==> src/rtl/wave_meter.sv <==
// Measures the period (valid samples across N rising midscale crossings) and min/max of an 8-bit waveform.
// Results and done appear the cycle after the closing sample; sample_valid=0 simply stalls counting.
module wave_meter #(
    parameter int MID   = 128,
    parameter int HYST  = 8,
    parameter int CNT_W = 24
) (
    input  logic             clk,
    input  logic             rst_n,
    input  logic             sample_valid,
    input  logic [7:0]       sample,
    input  logic             start,
    input  logic [7:0]       n_periods,
    output logic             busy,
    output logic             done,
    output logic             timeout_err,
    output logic [CNT_W-1:0] period_total,
    output logic [7:0]       vmin,
    output logic [7:0]       vmax
);
    localparam logic [8:0]       HI   = 9'(MID + HYST);
    localparam logic [8:0]       LO   = 9'(MID - HYST);
    localparam logic [CNT_W-1:0] ONES = '1;

    typedef enum logic [1:0] {IDLE, ARM, MEASURE, DONE} state_t;

    state_t           r_state;
    logic             r_flag;
    logic [7:0]       r_n_eff;
    logic [7:0]       r_period_cnt;
    logic [CNT_W-1:0] r_sample_cnt;
    logic [7:0]       r_wmin;
    logic [7:0]       r_wmax;
    logic             r_busy;
    logic             r_done;
    logic             r_timeout_err;
    logic [CNT_W-1:0] r_period_total;
    logic [7:0]       r_vmin;
    logic [7:0]       r_vmax;

    logic             w_hi;
    logic             w_lo;
    logic             w_rise;
    logic             w_close;
    logic [CNT_W-1:0] w_cnt_inc;
    logic [7:0]       w_min_nx;
    logic [7:0]       w_max_nx;

    assign w_hi      = {1'b0, sample} >= HI;
    assign w_lo      = {1'b0, sample} <= LO;
    assign w_rise    = sample_valid && !r_flag && w_hi;
    assign w_close   = w_rise && ((r_period_cnt + 8'd1) == r_n_eff);
    // Saturating increment: a stuck counter must read as all ones, never wrap back to zero.
    assign w_cnt_inc = (r_sample_cnt == ONES) ? ONES : r_sample_cnt + CNT_W'(1);
    assign w_min_nx  = (sample < r_wmin) ? sample : r_wmin;
    assign w_max_nx  = (sample > r_wmax) ? sample : r_wmax;

    always_ff @(posedge clk or negedge rst_n) begin
        if (!rst_n) begin
            r_flag <= 1'b0;
        end else if (sample_valid) begin
            if (w_hi)
                r_flag <= 1'b1;
            else if (w_lo)
                r_flag <= 1'b0;
        end
    end

    always_ff @(posedge clk or negedge rst_n) begin
        if (!rst_n) begin
            r_state        <= IDLE;
            r_n_eff        <= '0;
            r_period_cnt   <= '0;
            r_sample_cnt   <= '0;
            r_wmin         <= '0;
            r_wmax         <= '0;
            r_busy         <= 1'b0;
            r_done         <= 1'b0;
            r_timeout_err  <= 1'b0;
            r_period_total <= '0;
            r_vmin         <= '0;
            r_vmax         <= '0;
        end else begin
            r_done <= 1'b0;
            case (r_state)
                IDLE: begin
                    if (start) begin
                        r_n_eff       <= (n_periods == 8'd0) ? 8'd1 : n_periods;
                        r_sample_cnt  <= '0;
                        r_period_cnt  <= '0;
                        r_wmin        <= 8'hFF;
                        r_wmax        <= 8'h00;
                        r_timeout_err <= 1'b0;
                        r_busy        <= 1'b1;
                        r_state       <= ARM;
                    end
                end
                ARM: begin
                    if (sample_valid) begin
                        if (w_rise) begin
                            r_sample_cnt <= '0;
                            r_wmin       <= sample;
                            r_wmax       <= sample;
                            r_state      <= MEASURE;
                        end else begin
                            r_sample_cnt <= w_cnt_inc;
                            if (w_cnt_inc == ONES) begin
                                r_period_total <= ONES;
                                r_vmin         <= r_wmin;
                                r_vmax         <= r_wmax;
                                r_timeout_err  <= 1'b1;
                                r_done         <= 1'b1;
                                r_busy         <= 1'b0;
                                r_state        <= DONE;
                            end
                        end
                    end
                end
                MEASURE: begin
                    if (sample_valid) begin
                        r_sample_cnt <= w_cnt_inc;
                        r_wmin       <= w_min_nx;
                        r_wmax       <= w_max_nx;
                        if (w_rise)
                            r_period_cnt <= r_period_cnt + 8'd1;
                        // Results are captured on entry so they are visible during the DONE cycle.
                        if (w_close || (w_cnt_inc == ONES)) begin
                            r_period_total <= w_close ? w_cnt_inc : ONES;
                            r_vmin         <= w_min_nx;
                            r_vmax         <= w_max_nx;
                            r_timeout_err  <= !w_close;
                            r_done         <= 1'b1;
                            r_busy         <= 1'b0;
                            r_state        <= DONE;
                        end
                    end
                end
                DONE: begin
                    r_state <= IDLE;
                end
                default: r_state <= IDLE;
            endcase
        end
    end

    assign busy         = r_busy;
    assign done         = r_done;
    assign timeout_err  = r_timeout_err;
    assign period_total = r_period_total;
    assign vmin         = r_vmin;
    assign vmax         = r_vmax;
endmodule

==> config.mk <==
export PLATFORM = sky130hd
export DESIGN_NAME = wave_meter
export DESIGN_NICKNAME = d
export VERILOG_FILES = /design/src/rtl/wave_meter.sv
export SDC_FILE = /design/constraint.sdc
export NUM_CORES = 1
export LEC_CHECK = 0
export BUFFER_PORTS_ARGS = -buffer_cell sky130_fd_sc_hd__buf_4
export CORE_ASPECT_RATIO = 0.5
export CORE_MARGIN = 2
export CORE_UTILIZATION = 31
export CTS_CLUSTER_DIAMETER = 60
export DETAILED_ROUTE_END_ITERATION = 10
export REMOVE_ABC_BUFFERS = 1
export SLEW_MARGIN = 10
export SYNTH_ARGS = -nofsm -noshare
export SYNTH_HDL_FRONTEND = slang
export SYNTH_SLANG_ARGS = --single-unit
==> constraint.sdc <==
create_clock -name clk -period 3.1 [get_ports clk]
set_clock_uncertainty 0.1 [all_clocks]
set_input_delay 0.465 -clock clk [delete_from_list [all_inputs] [get_ports clk]]
set_output_delay 0.465 -clock clk [all_outputs]
set_load 0.02 [all_outputs]
==> key figures, run 1 <==
Placement
  – Final RePlAce weighted congestion: 0.927
  – Post-Place Setup Slack: -0.327 ns
  – Dpl cells: 1052
  – HPWL after DPL: 12.5 mm
  – PortBufs: 62

Route
  – Final WL: 17.7 mm
  – Detail Route Antenna Nets: 0
  – Detailed-route wire length per cell: 16.4 um
  – # DRC: 0
  – Vias: 5641
  – Vias per cell: 5.24
  – Initial drt markers: 384
  – Number of detailed-route iterations in the first pass: 5

Synth
  – Syn Inst Count: 691
  – Sequential share of the synthesized area: 0.394
  – Post-synthesis mux area share: 0.111
  – Synthesized flop and latch total: 102
  – Average size of a mapped cell: 9.36 um2
  – Main synth FF type: dfrtp_1
  – Synth Area in XOR/XNOR: 0.0365
  – Async set or reset register ratio after synthesis: 1.00
  – Yosys warns: 0
  – Number of synthesized flops with an enable pin: 0
  – Synthesized area: 6470 um2
  – Adder-cell area share of the yosys netlist: 0.0406
  – Simple-gate portion of the synthesized area: 0.160
  – Cell variety after synth: 62
  – Main combinational cell family by area after synthesis: compound AO/OA/AOI/OAI gates
  – Synth Area in Compound Gates: 0.205

Timing
  – Relative slew margins: 0.483
  – Fin crit share: 1.06
  – Crit path time final: 3.30 ns
  – Worst-Margin Slew: 0.776 ns
  – F_max: 0.303 GHz
  – Setup TNS: -5.42 ns
  – RSZ-0062 raised after global routing: yes
  – Final setup fails: 40
  – Worst setup slack after layout: -0.197 ns
  – Final hold vios: 0
  – Max-slew violation count: 0
  – Final hold slack: 0.0738 ns

Setup path
  – R2R depth: 11
  – Critical path class: reg -> reg
  – Largest stage delay, worst path: 0.55 ns
  – Req. time, crit path: 3.23 ns
  – Critical path capture point type: register
  – CP Launch Point: r_sample_cnt[0]
  – R2R Path Start: r_sample_cnt[0]
  – Crit-path slowest cell: or4_4
  – Critical Path Start Type: register
  – Critical path fanouts, max: 5
  – Critical Path, Cell by Cell: ha_1 -> nand4b_1 -> or4_4 -> a2111oi_4 -> o2111ai_2 -> o41ai_2 -> nand3_2 -> a21oi_4 -> buf_6 -> clkbuf_16 -> mux2_4
  – Worst Path Arrival: 3.43 ns

Run status
  – Violated checks: negative setup slack
  – Status: finished, violations left

Clock tree
  – CTS tree: yes
  – Worst skew pair latency: 0.35 ns
  – Clock sink count: 102
  – Num CTS Buffers: 9
  – CTS hold repair buffers: 0
  – CTS root buffer: clkbuf_16
  – Worst-path clk slew: 0.08 ns
  – CTS max path bufs: 2
  – # H-tree levels: 3

Floorplanning
  – Die ar.: 22100 um2
  – Starting Density: 0.316
  – Io pins: 63
  – # rows: 37
  – Placeable Area: 20500 um2
  – DIE HEIGHT: 106 um
  – DIE WIDTH: 208 um

Layout
  – # diodes: 0
  – Leading cell type in the layout, fill and taps excluded: buf_4
  – Layout area overhead: 27.7%
  – Fin cells: 1077
  – Nets: 840
  – Share of layout cells above drive strength 1: 0.303
  – Final core utilization: 0.403
  – Most frequent cells in the layout: buf_4 (133), dfrtp_1 (102), o21ai_0 (70)

Power
  – Leakage power: 0.00346 uW
  – Max VDD drop: 0.303 mV
  – Cell Pwr Density: 809 nW/um2

GRT
  – Initial antenna violation count: 0
  – All-Layer GR Usage: 0.161
  – Vias in the first global route: 5575
  – Pin count of the biggest net entering global routing: 58
  – Total gr overflow: 0
  – First-pass GRT wire length: 28.9 mm

Worst hold path
  – Worst hold path class: in -> async

Flow run
  – MaxCap Viol Count: 0
-- routing by layer --
| metal | GRT usage | vias to the layer above | share of wire |
|---|---|---|---|
| li1 | - | 2729 | - |
| met1 | 0.223 | 2749 | 0.50 |
| met2 | 0.261 | 145 | 0.45 |
| met3 | 0.0260 | 18 | 0.041 |
| met4 | 0.0437 | 0 | 0.012 |
| met5 | 0 | - | 0 |
-- Yosys cell counts, drive strengths merged, types with 10 or more instances --
library cell    n  area share
nor3           16       0.012
a22o           10       0.014
nand3          24       0.020
xor2           11       0.015
a2bb2oi        19       0.026
ha             21       0.041
dfrtp         102        0.39
a21oi          58       0.047
xnor2          16       0.022
nor2           30       0.017
o21a           11       0.013
nand4          15       0.015
o21ai          70       0.054
mux2i          12       0.019
nand2          62       0.036
buf            15       0.015
inv            34       0.020
clkbuf         31       0.018
mux2           46       0.092
-- power breakdown --
group / total, uW / switching, uW / internal (uW) / leakage, uW
clock network: 1180 / 541 / 636 / 0.000143
registers: 1840 / 233 / 1610 / 0.00123
logic: 3670 / 1930 / 1740 / 0.00209
-- cell type report --
class	count	area [um2]
tap	273	342
multi-input combinational	509	3760
clock buffer	9	225
timing repair buffer	143	1180
fill	2007	12200
sequential	102	2550
inverter	34	128
clock inverter	7	80.1
-- worst paths after layout --
check | to | slack, ns
worst max-delay path | period_total[22] | -0.20
worst min-delay path | period_total[7] | 0.07
worst max register to register | period_total[22] | -0.20
worst min register to register | r_n_eff[0] | 0.40
max in group asynchronous | r_wmin[3] | 2.12
min in group clk | r_n_eff[4] | 0.27
-- flip-flops by register name, indices dropped and copies added (netlist names) --
| register | cells |
|---|---|
| period_total | 24 |
| r_sample_cnt | 24 |
| r_n_eff | 8 |
| r_period_cnt | 8 |
| r_wmax | 8 |
| r_wmin | 8 |
| vmax | 8 |
| vmin | 8 |
| r_state | 2 |
| busy | 1 |
| done | 1 |
| r_flag | 1 |
| timeout_err | 1 |
-- metrics by stage --
step                      instance area [um2]  power [uW]
final                                    8270        6690
after global routing                     8270        7150
after CTS                                8150        6540
after detailed placement                 7660        5110
after global placement                   7660        5020
after floorplan                          6260        4030
-- repair_timing --
item / 4_1_cts / 5_1_grt
cloned: 1 / 2
buffers inserted: 5 / 3
endpoints found under the setup margin: 45 / 44
gates resized for setup: 20 / 18
pin swaps: 4 / 3
-- critical path, delay by kind of cell (launching register included) --
family / cells / cell delay (ns)
adder cells (fa/ha/maj): 1 / 0.30
AO/OA/AOI/OAI: 4 / 0.92
flip-flops: 1 / 0.39
buffers and inverters: 2 / 0.30
multiplexers: 1 / 0.29
AND/OR/NAND/NOR: 3 / 0.86
-- kinds of logic (layout without fill, tap and decap cells) --
kind of cell,after synthesis,count (layout)
compound gates,206,206
xor+xnor,27,27
fa+ha+maj,21,21
buf+inv,80,193
flops,102,102
mux,58,58
simple gates,197,197
No activity file was read; power rests on OpenSTA's default activity.
==> run 2, diff against run 1 <==
Settings changed: CORE_UTILIZATION 31 to 30, GPL_ROUTABILITY_DRIVEN from default to 0.
==> run 2 against run 1 <==
The run still ends with negative setup slack left. Wire length about the same. Register-to-register slack worse by 0.06 ns. Fmax down 1.8%. Total power up 0.14%. Via count down 0.96%. First-iteration DRC count down 17%. Count of clock-buffer cells in the layout unchanged. Global-route usage about the same. Combinational power down 2%. Hold slack worse by 0.036 ns. Sequential share of layout area up 0.085 points. Critical endpoint is now vmin[5]. Largest power group unchanged. Highest routed layer unchanged.
==> key figures, run 2 (synthesis gave the netlist of run 1 again) <==
Layout
  – Layout area overhead: 27.5%
  – Final core utilization: 0.396 (-0.00717)
  – Leading cell type in the layout, fill and taps excluded: buf_4
  – Fillers: 2043 (+1.8%)
  – Register Area: 2550 um2 (about the same)
  – Share of layout cells above drive strength 1: 0.297 (-0.00612)
  – Post-route cell area: 8250 um2 (-0.23%)
  – Nets: 833 (-0.83%)
  – Most frequent cells in the layout: buf_4 (126), dfrtp_1 (101), o21ai_0 (70)
  – Multi-input logic area: 3770 um2 (+0.43%)
  – Fin cells: 1070 (-0.65%)
  – # diodes: 0 (unchanged)

Power
  – Final Total Pwr: 6700 uW (+0.14%)
  – Leakage power: 0.00346 uW (about the same)
  – Cell Pwr Density: 812 nW/um2 (+0.37%)
  – Max VDD drop: 0.480 mV (+58%)

GRT
  – Vias in the first global route: 5606 (+0.56%)
  – All-Layer GR Usage: 0.161 (-0.000213)
  – Initial antenna violation count: 0 (unchanged)
  – Pin count of the biggest net entering global routing: 58 (unchanged)
  – Total gr overflow: 0 (unchanged)
  – First-pass GRT wire length: 29.3 mm (+1.4%)

Timing
  – F_max: 0.298 GHz (-1.8%)
  – Worst setup slack after layout: -0.257 ns (-0.0603 ns)
  – Relative slew margins: 0.552 (+0.0688)
  – Worst-Margin Slew: 0.671 ns (-0.105 ns)
  – Max-slew violation count: 0 (unchanged)
  – Final setup fails: 43 (+7.5%)
  – RSZ-0062 raised after global routing: yes
  – Crit path time final: 3.36 ns (+0.0603 ns)
  – Fin crit share: 1.08 (+0.0194)
  – Setup TNS: -8.79 ns (-3.38 ns)
  – Final hold vios: 0 (unchanged)

Setup path
  – Buffers plus inverters on the worst setup path: 2 (unchanged)
  – Critical path fanouts, max: 6 (+1)
  – R2R Path Start: r_sample_cnt[0]
  – Delay-heaviest family, CP: compound AO/OA/AOI/OAI gates
  – Reg2Reg Setup Slack: -0.26 ns (-0.06 ns)
  – Largest stage delay, worst path: 0.52 ns (-0.03 ns)
  – Critical path capture point type: register
  – R2R depth: 11 (unchanged)
  – Worst Path Arrival: 3.49 ns (+0.06 ns)
  – Critical Path Start Type: register
  – Req. time, crit path: 3.23 ns (about the same)
  – Critical path class: reg -> reg
  – Critical Path, Cell by Cell: ha_4 -> nand4b_1 -> or4_4 -> a2111oi_4 -> o2111ai_2 -> o41ai_4 -> nand3_2 -> a21oi_4 -> buf_6 -> buf_12 -> mux2_4
  – Critical register-to-register path endpoint: vmin[5]
  – Crit-path slowest cell: or4_4

Clock tree
  – Num CTS Buffers: 9 (unchanged)
  – CTS root buffer: clkbuf_16
  – Worst-path clk slew: 0.08 ns (about the same)
  – CTS tree: yes
  – Clock sink count: 102 (unchanged)
  – # H-tree levels: 3 (unchanged)
  – CTS hold repair buffers: 0 (unchanged)
  – Worst skew pair latency: 0.35 ns (about the same)
  – CTS max path bufs: 2 (unchanged)

Route
  – Vias per cell: 5.22 (-0.31%)
  – Number of detailed-route iterations in the first pass: 5 (unchanged)
  – Detailed-route wire length per cell: 16.6 um (+0.72%)
  – # DRC: 0 (unchanged)
  – Initial drt markers: 317 (-17%)
  – Final WL: 17.7 mm (about the same)
  – Vias: 5587 (-0.96%)
  – Detail Route Antenna Nets: 0 (unchanged)

Floorplanning
  – Io pins: 63 (unchanged)
  – DIE WIDTH: 212 um (+1.6%)
  – Die ar.: 22800 um2 (+3.2%)
  – Starting Density: 0.311 (-0.00491)
  – # rows: 37 (unchanged)
  – DIE HEIGHT: 108 um (+1.6%)
  – Placeable Area: 20800 um2 (+1.6%)

Run status
  – Status: finished, violations left
  – Violated checks: negative setup slack

Placement
  – PortBufs: 62 (unchanged)
  – Post-DP Area: 7610 um2 (-0.65%)
  – Dpl cells: 1047 (-0.48%)
  – HPWL after DPL: 12.3 mm (-1.4%)

Flow run
  – MaxCap Viol Count: 0 (unchanged)

Worst hold path
  – Worst hold path class: in -> async
## run 2: area by class of cell
cell class                 count  area share
clock buffer                   9      0.0273
sequential                   102       0.310
timing repair buffer         136       0.136
clock inverter                 7      0.0129
tap                          273      0.0414
multi-input combinational    509       0.458
inverter                      34      0.0155
## run 2: per-layer routing
layer / part of all wire / wire length, um / GRT usage / vias up
met1: 0.50 / 8810 / 0.228 / 2734
met5: 0 / 0 / 0 / -
met3: 0.040 / 717 / 0.0277 / 22
met4: 0.016 / 292 / 0.0458 / 0
met2: 0.45 / 7890 / 0.250 / 119
li1: - / - / - / 2712
## run 2: per-stage QoR
step | hold WS, ns | setup slack, ns
detailed placement | 0.398 | -0.351
finish | 0.0374 | -0.257
global placement | 0.379 | -0.271
floorplan | 0.0694 | -0.721
CTS | 0.0576 | -0.183
global route | 0.0750 | -0.400
## run 2: how the worst max path moves through the flow
stage / startpoint / endpoint / cells after the start
floorplan: r_sample_cnt[0] / period_total[13] / 9
global placement: r_sample_cnt[0] / vmin[2] / 10
detailed placement: r_sample_cnt[1] / period_total[14] / 11
CTS: r_sample_cnt[0] / vmin[5] / 11
global route: r_sample_cnt[0] / period_total[11] / 12
finish: r_sample_cnt[0] / vmin[5] / 11
## run 2: worst reg2reg max path: cells and delay by family (launching register included)
family                   cells  cell delay [ns]
multiplexers                 1             0.30
buffers and inverters        2             0.28
AND/OR/NAND/NOR              3             0.81
AO/OA/AOI/OAI                4             1.05
adder cells (fa/ha/maj)      1             0.28
flip-flops                   1             0.42
## run 2: timing repair
action / in CTS / in global routing
setup buffers: 16 / 3
resized for setup: 19 / 27
pin swaps: 5 / 9
cloned: 1 / 1
setup endpoints to repair: 44 / 44
## run 2: where the power goes
group	switching [uW]	internal, uW
clock network	550	721
logic	1880	1710
registers	233	1610
